$ cat src/rtl/dmux_4way.sv
// dmux_4way: 1-to-4 demultiplexer with a zero-latency combinational output
// set, a registered output set and four saturating per-channel routing
// counters.
//
// Ports
//   clk               rising-edge clock for all registers
//   rst               synchronous, active-high reset of all registered state
//   in   [WIDTH-1:0]  data to route
//   sel  [1:0]        channel select: 0=a, 1=b, 2=c, 3=d
//   en               capture enable for a_q..d_q and the counters
//   a..d [WIDTH-1:0]  combinational outputs; selected = in, others = 0
//   a_q..d_q          registered copies of a..d, loaded when en=1
//   vld_q             en as seen at the previous rising edge
//   cnt_a..cnt_d      saturating counts of enabled cycles with nonzero in
module dmux_4way #(
    parameter int WIDTH = 1,
    parameter int CNT_W = 8
) (
    input  logic             clk,
    input  logic             rst,
    input  logic [WIDTH-1:0] in,
    input  logic [1:0]       sel,
    input  logic             en,
    output logic [WIDTH-1:0] a,
    output logic [WIDTH-1:0] b,
    output logic [WIDTH-1:0] c,
    output logic [WIDTH-1:0] d,
    output logic [WIDTH-1:0] a_q,
    output logic [WIDTH-1:0] b_q,
    output logic [WIDTH-1:0] c_q,
    output logic [WIDTH-1:0] d_q,
    output logic             vld_q,
    output logic [CNT_W-1:0] cnt_a,
    output logic [CNT_W-1:0] cnt_b,
    output logic [CNT_W-1:0] cnt_c,
    output logic [CNT_W-1:0] cnt_d
);

    // Increment that sticks at the all-ones maximum instead of wrapping.
    function automatic logic [CNT_W-1:0] sat_inc(input logic [CNT_W-1:0] v);
        return (&v) ? v : v + CNT_W'(1);
    endfunction

    // Stage 0: combinational routing. sel[1] steers in to the {a,b} or
    // {c,d} pair, sel[0] then picks the first or second member of it.
    logic [WIDTH-1:0] lo_pair;
    logic [WIDTH-1:0] hi_pair;
    logic             nz;

    assign lo_pair = in & {WIDTH{~sel[1]}};
    assign hi_pair = in & {WIDTH{ sel[1]}};
    assign a       = lo_pair & {WIDTH{~sel[0]}};
    assign b       = lo_pair & {WIDTH{ sel[0]}};
    assign c       = hi_pair & {WIDTH{~sel[0]}};
    assign d       = hi_pair & {WIDTH{ sel[0]}};
    assign nz      = |in;

    // Stage 1: registered outputs and counters; only the channel chosen
    // by sel can count, so at most one counter moves per cycle.
    always_ff @(posedge clk) begin
        if (rst) begin
            a_q   <= '0;
            b_q   <= '0;
            c_q   <= '0;
            d_q   <= '0;
            vld_q <= 1'b0;
            cnt_a <= '0;
            cnt_b <= '0;
            cnt_c <= '0;
            cnt_d <= '0;
        end else begin
            vld_q <= en;
            if (en) begin
                a_q <= a;
                b_q <= b;
                c_q <= c;
                d_q <= d;
                if (nz) begin
                    case (sel)
                        2'd0: cnt_a <= sat_inc(cnt_a);
                        2'd1: cnt_b <= sat_inc(cnt_b);
                        2'd2: cnt_c <= sat_inc(cnt_c);
                        2'd3: cnt_d <= sat_inc(cnt_d);
                    endcase
                end
            end
        end
    end

endmodule

$ cat config.mk
export PLATFORM = sky130hd
export DESIGN_NAME = dmux_4way
export DESIGN_NICKNAME = d
export VERILOG_FILES = /design/src/rtl/dmux_4way.sv
export SDC_FILE = /design/constraint.sdc
export NUM_CORES = 1
export LEC_CHECK = 0
export BUFFER_PORTS_ARGS = -buffer_cell sky130_fd_sc_hd__buf_2
export CAP_MARGIN = 0
export CORE_MARGIN = 1
export CORE_UTILIZATION = 35
export DETAILED_ROUTE_END_ITERATION = 10
export GPL_ROUTABILITY_DRIVEN = 0
export SYNTH_ARGS = -nofsm -noshare
export SYNTH_HDL_FRONTEND = slang
export SYNTH_SLANG_ARGS = --single-unit
export TNS_END_PERCENT = 20
$ cat constraint.sdc
create_clock -name clk -period 4.6 [get_ports clk]
set_input_delay 0 -clock clk [delete_from_list [all_inputs] [get_ports clk]]
set_output_delay 0 -clock clk [all_outputs]
set_load 0.01 [all_outputs]
-- After elaboration in Yosys (flattened, before gate mapping)
Index checks and enable logic that the tools add are counted.
- flip-flop bits (word level): 37
- input bits: 6
- word-level logic and storage cells: 37
- add/sub/neg operators: 4
- equality and inequality tests: 3
- bitwise gates (word level): 12
- reduce and logical (&&, ||, !) cells: 9
- operators with widths (operator ; number):
    $add 8x1->8 const B ; 4
    $reduce_and 8->1 ; 4
    $reduce_and 4->1 ; 4
    $and 1x1->1 ; 6
    $not 1->1 ; 6
    $eq 2x2->1 const B ; 2
    $eq 2x1->1 const B ; 1
    $logic_not 2->1 ; 1

-- Depth between registers and ports, before layout
Gate-level depths: netlist of run 1.
- depth after elaboration: 3
- mapped depth: 6
- depth with buffers taken out: 5

-- Least setup slack after synthesis of run 1
OpenSTA, ideal clock, no wires.
- kind: reg2reg
- from: register cnt_a[0]
- to: register cnt_a[4]
- data arrival time: 1363 ps
- required time: 4472 ps
- setup slack: 3110 ps
- cell stages (with the launch flop): 6
- period minus slack after synthesis: 1490 ps
- cells stage by stage: dfxtp_1 > ha_1 > nand2_1 > a2111oi_0 > xnor2_1 > nor2_1
- longest elaborated chain between the ends: 3
- elaborated cells on any way between the ends: 4
- those cells by class: add/sub: 1; bitwise: 1; reduce/logical: 2
- RTL lines (what ; line ; RTL):
    from (decl) ; 33 ; output logic [CNT_W-1:0] cnt_a,
    from (signal assigned) ; 80 ; 2'd0: cnt_a <= sat_inc(cnt_a);
    branches (longest 3 deep; another with $add 8x1->8) ; -- ;
Parallel ways; which one is timed is not known.
A chain may end at the register's enable or synchronous reset.

-- Worst setup path after layout of run 1
Ends and elaborated chain as after synthesis.

==> results.yml, run 1 <==
timing:
  worst_clock_skew_ns: 0.00747
  post-route-period-util_pct: 33.8
  timing_worst_slew_pin_value_ns: 0.683
  finalWorstPathRequiredPeriod_ns: 1.55
  clock.fmax_mhz: 644
  rsz0062_at_grt: "false"
  finalSetupTns_ns: 0
  hold_viol_final: 0
  relSlewSlack_pct: 54.5
  drv_slew: 0
  final_setup_violating_endpoints: 0
worst_setup_path:
  cp_data_arrival_time_ns: 1.71
  timing.critical_path.to_type: "flip-flop"
  timing.critical_path.buf_inv: 0
  cp.required_ns: 4.76
  critical_path_max_stage_delay_ns: 0.48
  startpoint_type_of_the_worst_setup_path: "flip-flop"
  critical_path.top_delay_family: "compound AO/OA/AOI/OAI gates"
  regToRegStartpoint: "cnt_a[0]$_SDFFE_PP0P_"
  cp_cell_sequence: "ha_1 -> nand2_1 -> a2111oi_0 -> xnor2_1 -> nor2_1"
  setup.worst_path.start: "cnt_a[0]$_SDFFE_PP0P_"
  critical_path.slowest_cell: "a2111oi_0"
  setup.worst_path.class: "reg2reg"
  critPathMaxFanout: 4
die:
  rows: 25
  die_w_um: 73.0
  die_h_um: 73.0
  floorplan.core_area_um2: 4790
  top_level_ports: 47
  fp.dieArea_um2: 5320
  initial_core_util_pct: 36.8
clock_network:
  worst_skew_pair.late_latency_ns: 0.29
  hold_buf_count_cts: 0
  cts.htree.levels: 2
  clk_transition_reported_paths_ns: 0.07
  clock_tree.buffer_depth: 2
  cell_at_the_root_of_the_clock_tree: "clkbuf_8"
  clkSinkCount: 37
  post_cts_setup_buffers: 0
  cts_inserted_buffers: 5
  post_cts_resized: 0
  tritoncts: "built"
logic_synthesis:
  ys_flop_type: "dfxtp_1"
  ys_seq_area_share_pct: 42.0
  avgSynthCellArea_um2: 9.04
  syn-cell-area_um2: 1760
  cell_types_occupying_the_most_area_after_synthesis: "dfxtp_1 42%, xor2_1 7.5%, nor2_1 7.2%"
  synth_top_cell_area_share_pct: 42.0
  syn_nets: 205
  synth-edff-count: 0
  synth_cells: 195
  synth-seq-cells: 37
  yosys_warnings: 0
  asyncSetResetFlopFracSynth_pct: 0
  yosys.area.top_type: "dfxtp_1"
  synthDistinctLibCells: 40
job:
  max-cap-violations: 0
pwr:
  cell_internal_pwr_uw: 510
  power-per-cell-area_nw_per_um2: 300
  p_switching_uw: 135
  p_sw_share_pct: 21.0
  power.leakage_uw: 0.000940
  report.power.total_uw: 645
  ir_worst_vdd_v: 0.000142
  clock_network_fraction_of_total_power_pct: 45.1
  power.share.combinational_pct: 4.4
  power.share.sequential_pct: 50.4
cells_and_area:
  multi_input_area_um2: 970
  final_cell_mix: "46 x buf_2, 37 x dfxtp_1, 34 x nor2_1, 15 x xor2_1"
  syn2layout_area_growth_pct: 22.1
  num_antenna_cells: 0
  layout-drive-gt1-share_pct: 24.1
  seq_area_um2: 741
  mostFrequentLayoutCell: "buf_2"
  finalNetCount: 250
  layout.cells.non_filler: 308
  layout.filler_cells: 486
worst_hold_path:
  min-delay-path-class: "in2reg"
  min-delay-start: "en"
global_routing:
  grt_max_degree: 38
  antenna_violations_before_repair: 0
  first_global_vias: 1305
  wire_length_of_the_first_global_routing_pass_um: 6070
  grt_total_ovfl: 0
  overall_global_routing_resource_usage_pct: 14.9
place:
  dp.final_hpwl_um: 2540
  numPlacedInstances: 300
  portBuffers: 46
detailed_routing:
  post_drt_wl_per_cell_um: 11.9
  route.detailed.vias_per_inst: 5.06
  number_of_optimization_iterations_in_the_first_detailed_route_pass: 4
  dr_total_vias: 1557
  drc: 0
  drtIter0Drc: 98
  detail-route-antenna-nets: 0
  routed_wirelength_um: 3660
run_status:
  outcome: "complete, no violations"
[cells in the mapped netlist, types with 4 or more instances]
master,number
xor2_1,15
mux2i_1,4
dfxtp_1,37
o211ai_1,9
and3_1,7
xnor2_1,8
and4_1,4
a21oi_1,7
ha_1,4
nand2_1,8
nand3_1,6
nor2_1,34
nand4_1,9
[final timing paths]
kind / cells past startpoint / endpoint / slack (ns)
max reg2reg: 5 / cnt_a[4]$_SDFFE_PP0P_ / 3.05
min: 3 / vld_q$_SDFF_PP0_ / 0.12
min reg2reg: 2 / d_q$_SDFFE_PP0P_ / 0.50
max: 5 / cnt_a[4]$_SDFFE_PP0P_ / 3.05
[power groups by stage]
stage	logic [µW]	clock network [µW]	registers (µW)
after detailed placement	28.6	0	333
after CTS	28.9	303	325
final	28.5	291	325
after global placement	28.5	0	333
after global routing	32.4	316	326
after floorplan	18.8	0	334
[registers in the layout (all words and copies together), names as in the netlist]
register,cells
cnt_a,8
cnt_b,8
cnt_c,8
cnt_d,8
a_q,1
b_q,1
c_q,1
d_q,1
vld_q,1
[per-stage QoR]
stage,utilization (%),hold WS [ns],area [µm²],worst slack [ns]
after floorplan,-,0.155,1760,3.11
after global placement,42.5,0.346,2040,3.07
after detailed placement,42.5,0.347,2040,3.05
after CTS,45.0,0.103,2150,3.04
after global routing,45.0,0.148,2150,2.89
final,45.0,0.119,2150,3.05
[worst reg2reg max path: stages, from the launching register on]
cell and delay, ns:
dfxtp_1 0.38, ha_1 0.23, nand2_1 0.11, a2111oi_0 0.48
xnor2_1 0.18, nor2_1 0.05
[logic make-up (layout without fill, tap and decap cells)]
family	Yosys count	after routing	share of synthesized area, %
flops	37	37	42.0
simple gates	85	85	26.0
xor+xnor	23	23	11.4
compound gates	31	31	12.4
fa+ha+maj	4	4	2.84
mux	4	4	2.27
buf+inv	11	57	2.98
[routing by layer]
metal / part of all wire [%] / GRT usage (%)
met2: 46 / 22.9
met1: 48 / 19.2
met5: 0 / 0
met3: 4.9 / 4.83
met4: 1.7 / 5.88
[cell type report]
type | instances | area share (%)
clock inverter | 1 | 1.40
timing repair buffer | 46 | 10.7
sequential | 37 | 34.4
inverter | 3 | 0.523
clock buffer | 7 | 4.01
tap | 67 | 3.90
multi-input combinational | 147 | 45.1
Note: power is estimated with default switching activity, not from simulation.
==> run 2, diff against run 1 <==
==> constraint.sdc (replaced) <==
create_clock -name clk -period 1.4 [get_ports clk]
set_input_delay 0 -clock clk [delete_from_list [all_inputs] [get_ports clk]]
set_output_delay 0 -clock clk [all_outputs]
set_load 0.01 [all_outputs]
==> run 2 against run 1 <==
  * Worst hold slack worse by 0.034 ns
  * Die area stayed put
  * Clock skew is 0.0016 ns lower
  * Flip-flop and latch count unchanged
  * Total power grew to 3.3 times the previous value
  * Wire length increased by 11%
  * Largest power group unchanged
  * Global-route usage is 1.7 points higher
  * Critical path depth unchanged
  * Register-to-register slack got worse by 3.0 ns
==> results.yml, run 2 (synthesized netlist as in run 1, its figures left out) <==
cells_and_area:
  layout.core_utilization_pct: 51.5
  mostFrequentLayoutCell: "buf_2"
  layout.filler_cells: 467
  syn2layout_area_growth_pct: 39.8
  final_cell_mix: "46 x buf_2, 34 x nor2_1, 22 x dfxtp_1, 22 x buf_4"
  multi_input_area_um2: 1080
  seq_area_um2: 759
  num_antenna_cells: 0
  layout-drive-gt1-share_pct: 42.0
  finalNetCount: 273
timing:
  relSlewSlack_pct: 76.1
  clock.fmax_mhz: 730
  finalWorstPathRequiredPeriod_ns: 1.37
  timing.hold.ws_ns: 0.0849
  setup_slack_ns: 0.0300
  drv_slew: 0
  final_setup_violating_endpoints: 0
  post-route-period-util_pct: 97.9
  worst_clock_skew_ns: 0.00592
  rsz0062_at_grt: "true"
  timing_worst_slew_pin_value_ns: 0.357
  hold_viol_final: 0
pwr:
  report.power.total_uw: 2140
  cell_internal_pwr_uw: 1690
  power.share.sequential_pct: 49.9
  power.leakage_uw: 0.00106
  ir_worst_vdd_v: 0.000474
  p_sw_share_pct: 21.0
  p_switching_uw: 450
  power.share.combinational_pct: 5.5
  clock_network_fraction_of_total_power_pct: 44.6
  power-per-cell-area_nw_per_um2: 868
die:
  floorplan.core_area_um2: 4790
  initial_core_util_pct: 36.8
  rows: 25
  die_h_um: 73.0
  die_w_um: 73.0
  top_level_ports: 47
  fp.dieArea_um2: 5320
worst_setup_path:
  setup.worst_path.start: "cnt_b[0]$_SDFFE_PP0P_"
  timing.reg2reg.worst_path_depth: 5
  critical_path_depth: 5
  critical_path.top_delay_family: "compound AO/OA/AOI/OAI gates"
  regToRegStartpoint: "cnt_b[0]$_SDFFE_PP0P_"
  critical_path.slowest_cell: "a2111oi_4"
  cp_data_arrival_time_ns: 1.56
  critPathMaxFanout: 3
  critical_path_max_stage_delay_ns: 0.37
  timing.critical_path.buf_inv: 0
  setup.worst_path.class: "reg2reg"
  timing.critical_path.to_type: "flip-flop"
  worstReg2RegEnd: "cnt_b[7]$_SDFFE_PP0P_"
  r2r_setup_slack_ns: 0.03
  startpoint_type_of_the_worst_setup_path: "flip-flop"
  cp_cell_sequence: "ha_4 -> and3_4 -> a2111oi_4 -> xnor2_1 -> nor2_1"
  cp.required_ns: 1.59
  endpoint: "cnt_b[7]$_SDFFE_PP0P_"
detailed_routing:
  post_drt_wl_per_cell_um: 12.3
  dr_total_vias: 1643
  route.detailed.vias_per_inst: 4.96
  detail-route-antenna-nets: 0
  routed_wirelength_um: 4070
  drtIter0Drc: 53
  drc: 0
  number_of_optimization_iterations_in_the_first_detailed_route_pass: 4
clock_network:
  clk_transition_reported_paths_ns: 0.08
  clkSinkCount: 37
  cts_inserted_buffers: 5
  cell_at_the_root_of_the_clock_tree: "clkbuf_8"
  tritoncts: "built"
  cts.htree.levels: 2
  clock_tree.buffer_depth: 2
  worst_skew_pair.late_latency_ns: 0.29
  hold_buf_count_cts: 0
worst_hold_path:
  min-delay-path-class: "in2reg"
job:
  max-cap-violations: 0
place:
  dp.final_hpwl_um: 2900
  preCtsSetupSlack_ns: -0.0150
  portBuffers: 46
run_status:
  outcome: "complete, no violations"
global_routing:
  antenna_violations_before_repair: 0
  first_global_vias: 1481
  grt_total_ovfl: 0
  overall_global_routing_resource_usage_pct: 16.6
  grt_max_degree: 23
  wire_length_of_the_first_global_routing_pass_um: 6750
run 2: cell count changes in the layout (fill, tap and decap cells not counted), sizes merged:
cell,change
buf,+23
run 2: repair_timing:
action                     4_1_cts  5_1_grt
pin swaps                        0       13
setup buffers                    0        0
gates resized for setup          3       26
setup endpoints to repair        2       23
run 2: metal layers:
metal	vias up	track usage, %	wire (µm)
li1	849	-	-
met1	745	20.9	1910
met2	40	26.5	1820
met3	9	5.52	263
met4	0	5.88	68
met5	-	0	0
run 2: how the worst min path moves through the flow:
| stage | startpoint | end | slack (ns) | cells past startpoint |
|---|---|---|---|---|
| 3_3_place_gp | sel[1] | b | 0.36 | 3 |
| 6_report | rst | cnt_a[2]$_SDFFE_PP0P_ | 0.08 | 2 |
| 2_1_floorplan | sel[1] | b | 0.15 | 2 |
| 5_1_grt | rst | cnt_a[2]$_SDFFE_PP0P_ | 0.1 | 2 |
| 4_1_cts | rst | cnt_c[4]$_SDFFE_PP0P_ | 0.08 | 2 |
| 3_5_place_dp | sel[0] | c | 0.37 | 3 |
run 2: stage by stage:
stage	setup TNS (ns)	instances	instance area, µm²
after floorplan	-0.239	195	1800
after global placement	0	323	2260
after detailed placement	-0.0150	323	2260
after CTS	0	331	2390
after global routing	-0.185	331	2460
final	0	331	2460
run 2: power by group through the flow:
stage	logic [µW]	registers (µW)	clock network (µW)
after CTS	118	1070	988
final	118	1070	954
after global routing	132	1070	1030
after detailed placement	117	1090	0
after global placement	117	1090	0
after floorplan	62.5	1100	0
run 2: cell type report:
class / count / area share [%]
clock inverter: 1 / 1.22
multi-input combinational: 147 / 43.8
tap: 67 / 3.40
clock buffer: 7 / 3.50
sequential: 37 / 30.8
inverter: 3 / 0.457
timing repair buffer: 69 / 16.9
==> run 3, diff against run 2 <==
--- a/config.mk
+++ b/config.mk
@@ -11,6 +11,7 @@
 export CORE_UTILIZATION = 35
 export DETAILED_ROUTE_END_ITERATION = 10
 export GPL_ROUTABILITY_DRIVEN = 0
+export PLACE_DENSITY_LB_ADDON = 0.12
 export SYNTH_ARGS = -nofsm -noshare
 export SYNTH_HDL_FRONTEND = slang
 export SYNTH_SLANG_ARGS = --single-unit
==> constraint.sdc (replaced) <==
create_clock -name clk -period 1.4 [get_ports clk]
set_input_delay 0.07 -clock clk [delete_from_list [all_inputs] [get_ports clk]]
set_output_delay 0.07 -clock clk [all_outputs]
set_load 0.01 [all_outputs]
==> run 3 against run 2 <==
  * Clock-buffer cell count unchanged
  * Sequential share of layout area fell by 0.98 points
  * Register-to-register slack hardly changed
  * Maximum frequency rose by 0.20%
  * First-iteration DRC count is 49% lower
  * Sequential power is essentially flat
  * Utilization up 1.3 points
  * Critical path type unchanged
  * Critical endpoint is now cnt_a[5]$_SDFFE_PP0P_
  * Largest power group unchanged
==> results.yml, run 3 (synthesized netlist as in run 1, its figures left out) <==
cells_and_area:
  seq_area_um2: 754
  mostFrequentLayoutCell: "buf_2"
  layout.cells.non_filler: 339
  layout-drive-gt1-share_pct: 44.5
  layout.core_utilization_pct: 52.8
  finalNetCount: 281
  layout.filler_cells: 465
  syn2layout_area_growth_pct: 43.4
  num_antenna_cells: 0
  final_cell_mix: "46 x buf_2, 34 x nor2_1, 31 x buf_4, 26 x dfxtp_1, 15 x xor2_1"
  multi_input_area_um2: 1110
  final_instance_area_um2: 2530
place:
  dp.final_hpwl_um: 3020
  portBuffers: 46
  dpl_cell_area_um2: 2300
  numPlacedInstances: 330
pwr:
  power-per-cell-area_nw_per_um2: 795
  power.share.combinational_pct: 6.1
  ir_worst_vdd_v: 0.000415
  cell_internal_pwr_uw: 1560
  clock_network_fraction_of_total_power_pct: 40.9
  p_sw_share_pct: 22.6
  power.leakage_uw: 0.00108
  report.power.total_uw: 2010
  p_switching_uw: 454
  power.share.sequential_pct: 53.1
global_routing:
  antenna_violations_before_repair: 0
  first_global_vias: 1511
  overall_global_routing_resource_usage_pct: 17.1
  grt_max_degree: 22
  grt_total_ovfl: 0
  wire_length_of_the_first_global_routing_pass_um: 7020
timing:
  finalWorstPathRequiredPeriod_ns: 1.37
  clock.fmax_mhz: 731
  hold_viol_final: 0
  drv_slew: 0
  final_setup_violating_endpoints: 0
  post-route-period-util_pct: 97.7
  worst_clock_skew_ns: 0.00526
  rsz0062_at_grt: "true"
  relSlewSlack_pct: 72.7
  timing_worst_slew_pin_value_ns: 0.409
clock_network:
  cell_at_the_root_of_the_clock_tree: "clkbuf_8"
  tritoncts: "built"
  clk_transition_reported_paths_ns: 0.08
  cts_inserted_buffers: 5
  worst_skew_pair.late_latency_ns: 0.28
  clock_tree.buffer_depth: 2
  cts.htree.levels: 2
  clkSinkCount: 37
worst_setup_path:
  startpoint_type_of_the_worst_setup_path: "flip-flop"
  setup.worst_path.class: "reg2reg"
  cp_cell_sequence: "buf_4 -> and3_4 -> o211ai_1 -> or3_4 -> a21oi_2"
  cp_data_arrival_time_ns: 1.59
  critPathMaxFanout: 3
  critical_path_max_stage_delay_ns: 0.41
  cp.required_ns: 1.62
  timing.critical_path.to_type: "flip-flop"
  critical_path.top_delay_family: "simple AND/OR/NAND/NOR gates"
  timing.critical_path.buf_inv: 1
  critical_path.slowest_cell: "or3_4"
detailed_routing:
  drtIter0Drc: 27
  dr_total_vias: 1675
  drc: 0
  route.detailed.vias_per_inst: 4.94
  detail-route-antenna-nets: 0
  routed_wirelength_um: 4280
  post_drt_wl_per_cell_um: 12.6
  number_of_optimization_iterations_in_the_first_detailed_route_pass: 5
die:
  die_h_um: 73.0
  top_level_ports: 47
  fp.dieArea_um2: 5320
  floorplan.core_area_um2: 4790
  initial_core_util_pct: 36.8
  die_w_um: 73.0
  rows: 25
run_status:
  outcome: "complete, no violations"
worst_hold_path:
  min-delay-path-class: "in2reg"
job:
  max-cap-violations: 0
==> run 3: cell types whose count changed in the layout (fill, tap and decap cells not counted), sizes merged <==
cell | previous run | this run
clkinv | 0 | 1
buf | 69 | 77
bufinv | 1 | 0
==> run 3: repair_timing <==
item	4_1_cts	5_1_grt
hold buffers	0	0
cloned	0	0
endpoints found under the setup margin	3	20
hold endpoints to repair	0	0
pin swaps	0	16
buffers inserted	0	1
resized for setup	1	30
==> run 3: layer usage <==
layer	vias to the layer above	global-route usage, %	part of all wire, %
li1	871	-	-
met1	762	23.0	48
met2	40	26.7	47
met3	2	3.18	4.2
met4	0	7.63	0.68
met5	-	0	0
==> run 3: through the flow <==
step | worst slack (ns) | TNS, ns | hold WS [ns]
3_3_place_gp | 0.0148 | 0 | 0.466
4_1_cts | -0.00151 | -0.00233 | 0.190
5_1_grt | -0.0428 | -0.194 | 0.210
6_report | 0.0328 | 0 | 0.191
2_1_floorplan | -0.0425 | -0.239 | 0.245
3_5_place_dp | -0.000292 | -0.000292 | 0.468
==> run 3: area by class of cell <==
cell class	count	area share (%)
Tap cell	67	3.32
Clock inverter	1	0.198
Timing Repair Buffer	77	18.3
Clock buffer	7	3.81
Inverter	3	0.445
Sequential cell	37	29.8
Multi-Input combinational cell	147	44.1
==> run 3: power by group through the flow <==
| stage | clock network, µW | logic (µW) | registers [µW] |
|---|---|---|---|
| detailed placement | 0 | 119 | 1090 |
| global route | 911 | 135 | 1070 |
| CTS | 868 | 120 | 1060 |
| finish | 822 | 122 | 1070 |
| global placement | 0 | 119 | 1090 |
| floorplan | 0 | 62.5 | 1100 |
==> run 3: worst register-to-register path: cells and delay by family (launching register included) <==
kind | cells | cell delay, ns
AO/OA/AOI/OAI | 2 | 0.28
AND/OR/NAND/NOR | 2 | 0.59
flip-flops | 1 | 0.33
buffers and inverters | 1 | 0.11
==> run 3: path summary, 6_finish.rpt <==
kind	from	endpoint	slack [ns]	depth (start not counted)
worst min register to register	a_q$_SDFFE_PP0P_	a_q$_SDFFE_PP0P_	0.50	2
worst max-delay path	cnt_a[0]$_SDFFE_PP0P_	cnt_a[5]$_SDFFE_PP0P_	0.03	5
worst min-delay path	rst	cnt_d[6]$_SDFFE_PP0P_	0.19	2
worst max register to register	cnt_a[0]$_SDFFE_PP0P_	cnt_a[5]$_SDFFE_PP0P_	0.03	5
